`config.mk`:
```
export PLATFORM = sky130hd
export DESIGN_NAME = branch_predictor
export DESIGN_NICKNAME = d
export VERILOG_FILES = /design/src/rtl/branch_predictor_pkg.sv /design/src/rtl/bp_sat_cnt.sv /design/src/rtl/branch_predictor.sv
export SDC_FILE = /design/constraint.sdc
export NUM_CORES = 1
export LEC_CHECK = 0
export BUFFER_PORTS_ARGS = -buffer_cell sky130_fd_sc_hd__buf_2
export CORE_ASPECT_RATIO = 1.1
export CORE_MARGIN = 2
export CORE_UTILIZATION = 65
export DETAILED_ROUTE_END_ITERATION = 12
export PLACE_DENSITY = 0.88
export REMOVE_ABC_BUFFERS = 1
export SETUP_SLACK_MARGIN = 0.1
export SLEW_MARGIN = 40
export SYNTH_ARGS = -nofsm -noshare
export SYNTH_HDL_FRONTEND = slang
export SYNTH_SLANG_ARGS = --single-unit
```
`constraint.sdc`:
```
create_clock -name clk -period 11.94 [get_ports clk]
set_clock_uncertainty 0.2 [all_clocks]
set_input_delay 2.388 -clock clk [delete_from_list [all_inputs] [get_ports clk]]
set_output_delay 2.388 -clock clk [all_outputs]
set_load 0.02 [all_outputs]
```
`src/rtl/branch_predictor_pkg.sv`:
```
// Shared encodings and types for the branch target buffer.
package branch_predictor_pkg;

  localparam logic [1:0] CNT_SNT   = 2'b00;
  localparam logic [1:0] CNT_WNT   = 2'b01;
  localparam logic [1:0] CNT_WT    = 2'b10;
  localparam logic [1:0] CNT_ST    = 2'b11;
  localparam logic [1:0] CNT_RESET = CNT_WNT;
  localparam logic [1:0] CNT_ALLOC = CNT_WT;

  localparam int BP_ENTRIES_DEFAULT = 16;

  typedef struct packed {
    logic        valid;
    logic [31:0] pc;
    logic        taken;
    logic [31:0] target;
    logic        mispred;
  } bp_upd_t;

endpackage

```
`src/rtl/bp_sat_cnt.sv`:
```
// 2-bit saturating direction counter, next-value only.
module bp_sat_cnt
  import branch_predictor_pkg::*;
(
  input  logic [1:0] cur,
  input  logic       taken,
  output logic [1:0] nxt
);

  always_comb begin
    nxt = cur;
    if (taken && cur != CNT_ST)        nxt = cur + 2'd1;
    else if (!taken && cur != CNT_SNT) nxt = cur - 2'd1;
  end

endmodule

```
`src/rtl/branch_predictor.sv`:
```
// Direct-mapped BTB with 2-bit direction counters, combinational lookup,
// trained by EX resolutions, plus branch/mispredict performance counters.
module branch_predictor
  import branch_predictor_pkg::*;
#(
  parameter  int ENTRIES = BP_ENTRIES_DEFAULT,
  localparam int IDX_W   = $clog2(ENTRIES),
  localparam int TAG_W   = 30 - IDX_W
) (
  input  logic        clk,
  input  logic        rst_n,
  input  logic        ce,
  input  logic [31:0] PC,
  output logic        PreBranch,
  output logic [31:0] PreAddr,
  input  logic        upd_valid,
  input  logic [31:0] upd_pc,
  input  logic        upd_taken,
  input  logic [31:0] upd_target,
  input  logic        upd_mispred,
  output logic [31:0] br_cnt,
  output logic [31:0] mis_cnt
);

  logic [ENTRIES-1:0]            valid_q;
  logic [ENTRIES-1:0][TAG_W-1:0] tag_q;
  logic [ENTRIES-1:0][31:0]      target_q;
  logic [ENTRIES-1:0][1:0]       cnt_q;
  logic [31:0]                   br_cnt_q, mis_cnt_q;

  bp_upd_t upd;
  assign upd = '{valid: upd_valid, pc: upd_pc, taken: upd_taken,
                 target: upd_target, mispred: upd_mispred};

  // Word-aligned fetch: the low two PC bits carry no information.
  logic unused_lsbs;
  assign unused_lsbs = ^{PC[1:0], upd_pc[1:0]};

  // Lookup reads the registered table only, so same-cycle updates are not bypassed.
  logic [IDX_W-1:0] idx;
  logic [TAG_W-1:0] tag;
  logic             hit;
  assign idx = PC[IDX_W+1:2];
  assign tag = PC[31:IDX_W+2];
  assign hit = valid_q[idx] && (tag_q[idx] == tag);

  assign PreBranch = ce && hit && cnt_q[idx][1];
  assign PreAddr   = (ce && hit) ? target_q[idx] : 32'h0;

  logic [IDX_W-1:0] uidx;
  logic [TAG_W-1:0] utag;
  logic             uhit;
  logic [1:0]       cnt_nxt;
  assign uidx = upd.pc[IDX_W+1:2];
  assign utag = upd.pc[31:IDX_W+2];
  assign uhit = valid_q[uidx] && (tag_q[uidx] == utag);

  bp_sat_cnt u_sat_cnt (
    .cur   (cnt_q[uidx]),
    .taken (upd.taken),
    .nxt   (cnt_nxt)
  );

  always_ff @(posedge clk or negedge rst_n) begin
    if (!rst_n) begin
      valid_q <= '0;
      cnt_q   <= {ENTRIES{CNT_RESET}};
    end else if (upd.valid) begin
      if (uhit) begin
        cnt_q[uidx] <= cnt_nxt;
      end else if (upd.taken) begin
        valid_q[uidx] <= 1'b1;
        cnt_q[uidx]   <= CNT_ALLOC;
      end
    end
  end

  // Tag/target carry no reset; a cleared valid bit masks whatever they hold.
  always_ff @(posedge clk) begin
    if (upd.valid && upd.taken) begin
      tag_q[uidx]    <= utag;
      target_q[uidx] <= upd.target;
    end
  end

  always_ff @(posedge clk or negedge rst_n) begin
    if (!rst_n) begin
      br_cnt_q  <= '0;
      mis_cnt_q <= '0;
    end else if (upd.valid) begin
      br_cnt_q <= br_cnt_q + 32'd1;
      if (upd.mispred) mis_cnt_q <= mis_cnt_q + 32'd1;
    end
  end

  assign br_cnt  = br_cnt_q;
  assign mis_cnt = mis_cnt_q;

endmodule

```
==> results by group <==
STA
  – Fin crit share: 0.799
  – Setup TNS: 0 ns
  – Min cycle time layout: 9.54 ns
  – Worst-Margin Slew: 0.899 ns
  – RSZ-0062 raised after global routing: no
  – Max Slew Vio Count: 0
  – Final WS setup: 2.40 ns
  – Max Fclk: 0.105 GHz
  – Rel. slew slack: 0.400
  – Hold Vio Cnt, Final: 0
  – Final-report setup violation count: 0

Worst setup path
  – Crit-path leading delay family: buffers and inverters
  – Crit-path cells: buf_8 > buf_16 > buf_16 > buf_4 > mux4_2 > mux4_2 > xnor2_1 > nand4_1 > nor4_1 > nand4_1 > buf_4 > nor2b_1 > buf_2
  – Bufs and invs on worst path: 6
  – Worst Setup Start Kind: input pin
  – Worst Path Arrival: 6.95 ns
  – CP Max Fanout: 46
  – Crit path required time: 9.35 ns
  – Worst r2r path cells: 8
  – Critical path class: in -> out
  – CP endpoint kind: output port
  – R2R setup slack: 7.81 ns
  – FF-to-FF End: cnt_q[25]
  – Worst R2R Start: tag_q[297]
  – Worst path max stage delay: 0.64 ns
  – Critical-path top delay cell: nor4_1

GRT
  – Largest net degree at the start of global routing: 73
  – Vias in the first global route: 26857
  – Initial antenna violation count: 16
  – First-pass GRT wire length: 183 mm
  – Grt ovf: 0
  – Global Route Usage Sum: 0.362

Floorplan
  – Starting density of the core: 0.654
  – Die area: 71300 um2
  – Core Box Area: 68700 um2
  – Top-Level Pins: 199
  – Die X: 255 um
  – Row cnt: 101
  – Die Ht: 280 um

Power and ir drop
  – VDD IR max: 0.207 mV
  – Power per Cell Area: 158 nW/um2
  – LEAKAGE: 17.1 nW

Hold path
  – Min-Delay Path Class: reg -> reg
  – Hold Crit Depth: 1
  – Hold Crit Endpoint: mis_cnt[31]
  – HP Start: mis_cnt[31]

Logic synthesis
  – Synth Area in XOR/XNOR: 0.0228
  – Async S/R FF share, synth: 0.108
  – Synth unique cells: 63
  – Mux cell area share after synthesis: 0.219
  – Synth Flop Type: edfxtp_1
  – Flops & latches, synth: 1040
  – EDFF count, synth: 928
  – Post-Synth Simple-Gate Area: 0.0370
  – Yosys warnings: 0
  – Synthesized area: 45000 um2
  – Compound-Gate Fraction of Synth Area: 0.0216
  – Synth Instances: 2253
  – Seq/Total Area, Yosys: 0.682
  – Adder-cell share of the synthesized area: 0.00111
  – Largest family of logic cells by synthesized area: multiplexers
  – Syn_area_per_cell: 20.0 um2

Cells and area
  – Area Growth Syn to Fin: 12.6%
  – Nets: 2577
  – Share of cells above drive strength 1: 0.328
  – Layout Utilization: 0.737

Route
  – Initial DRT Pass Iterations: 6
  – Initial DRC count: 3970
  – Final ANT Viol Nets: 0
  – Drc violations: 0
  – Drt total wl: 126 mm
  – Avg WL per Cell: 36.0 um
  – Via count: 25967
  – Vias per inst: 7.44

CTS
  – CTS tree: done
  – TritonCTS sink count: 1040
  – Clock Path Buffers: 3
  – Postcts setup bufs: 0
  – Clock slew at reported path FFs: 0.06 ns
  – Cts hold-fix bufs: 0
  – H-tree levels: 3
  – Worst skew pair latency: 0.68 ns
  – CTS resizes: 0
  – CTS Buf Count: 97
  – Root Driver: clkbuf_16

Place
  – Final Wtd Congestion: 0.890
  – Post-Place Worst Slack: 2.54 ns
  – Post-DP HPWL: 64.9 mm
  – PortBufs: 194

Job
  – Max Cap Viol: 0

Status
  – Status: finished clean
placed cells by master, fill, tap and decap left out, types with 16 or more instances in the layout:
| cell type | synthesis | layout |
|---|---|---|
| dfrtp_1 | 96 | 96 |
| o21ai_0 | 23 | 22 |
| xnor2_1 | 73 | 72 |
| nand4_1 | 20 | 20 |
| a21o_1 | 19 | 19 |
| nor2_4 | 0 | 16 |
| clkbuf_1 | 46 | 18 |
| buf_4 | 14 | 28 |
| o22ai_1 | 20 | 20 |
| nor2b_1 | 41 | 40 |
| nand3_1 | 29 | 29 |
| xor2_1 | 44 | 44 |
| clkinv_1 | 1 | 20 |
| dfstp_2 | 16 | 16 |
| a22oi_1 | 16 | 16 |
| nor2_1 | 52 | 36 |
| clkbuf_16 | 0 | 103 |
| buf_2 | 36 | 186 |
| edfxtp_1 | 928 | 928 |
| nand2_1 | 54 | 54 |
| mux4_2 | 376 | 376 |
| inv_1 | 19 | 19 |
| mux2i_1 | 129 | 128 |
per-stage QoR:
step | std cells | instance area (um2) | hold WS, ns | power, mW
CTS | 3475 | 50500 | 0.287 | 8.01
global route | 3485 | 50600 | 0.306 | 8.19
global placement | 3284 | 46900 | 0.253 | 4.77
floorplan | 2124 | 44300 | 0.239 | 4.52
finish | 3492 | 50600 | 0.287 | 8.01
detailed placement | 3296 | 47300 | 0.262 | 4.81
registers in the layout, summed over array words and instances, names as in the netlist:
name	count
br_cnt	32
mis_cnt	32
valid_q	16
target_q	512
cnt_q	32
tag_q	416
layout make-up:
class                   count  area (um2)
flip-flops and latches   1040       30700
fillers                  3637       18100
multi-input cells        1064       13700
clock buffers             122        2640
repair buffers            248        1720
well taps                 927        1160
clock inverters            57         631
inverters                  20        75.1
diodes                     14        35.0
how the worst max path moves through the flow:
stage | endpoint | cells past startpoint | slack, ns | start
after detailed placement | PreAddr[23] | 13 | 2.54 | PC[2]
after global placement | PreAddr[26] | 11 | 2.59 | PC[2]
final | PreAddr[23] | 13 | 2.40 | PC[2]
after global routing | PreAddr[12] | 13 | 2.28 | PC[2]
after CTS | PreAddr[12] | 13 | 2.44 | PC[2]
after floorplan | PreAddr[0] | 8 | 4.06 | PC[2]
power breakdown:
group          total [mW]  internal, mW  switching (mW)
Combinational       0.658         0.289           0.368
Clock                3.24          1.83            1.41
Sequential           4.11          4.05          0.0667
worst register-to-register path: stages, from the launching register on:
cell and delay, ns:
edfxtp_1 0.43, mux4_2 0.52, mux2i_1 0.23, xnor2_1 0.10, mux2i_1 0.53, o211ai_1 0.31, or4_2 0.99, or4_1 0.58
o31a_1 0.13
metal layers:
layer	part of all wire	vias to the layer above	global-route usage
met5	0.00034	-	0
met2	0.50	2326	0.581
met3	0.12	487	0.0842
li1	-	9846	-
met1	0.32	13300	0.460
met4	0.060	8	0.206
synthesized netlist by cell type, drive strengths merged (2+ instances only):
library cell	instances	area (um2)
nand2	54	203
nor2b	41	257
a22oi	16	120
a22o	7	61.3
and4b	7	70.1
nor3	21	161
a221o	4	40.0
mux4	376	8470
nor4	11	96.3
o31a	7	61.3
nand2b	3	18.8
or4	13	101
dfstp	16	420
buf	83	488
mux2	7	78.8
edfxtp	928	27900
and2	5	31.3
dfrtp	96	2400
and3	14	87.6
a31oi	3	18.8
or3	3	18.8
a21o	19	143
a2bb2oi	9	78.8
nor2	53	201
o211ai	5	37.5
nand3	31	165
xor2	44	385
ha	4	50.1
o22ai	20	125
a211o	2	17.5
and4	4	35.0
clkbuf	46	173
a211oi	4	30.0
mux2i	129	1290
o21ai	24	120
xnor2	73	639
or2	12	75.1
inv	19	71.3
o31ai	2	15.0
a21oi	9	45.0
nand4	20	125
logic make-up after synthesis:
logic type,count (synthesis)
AO/OA/AOI/OAI,137
XOR/XNOR,117
adder cells (fa/ha/maj),4
buffers and inverters,149
flip-flops,1040
multiplexers,512
AND/OR/NAND/NOR,294
Power figures use the tool's default switching activity.
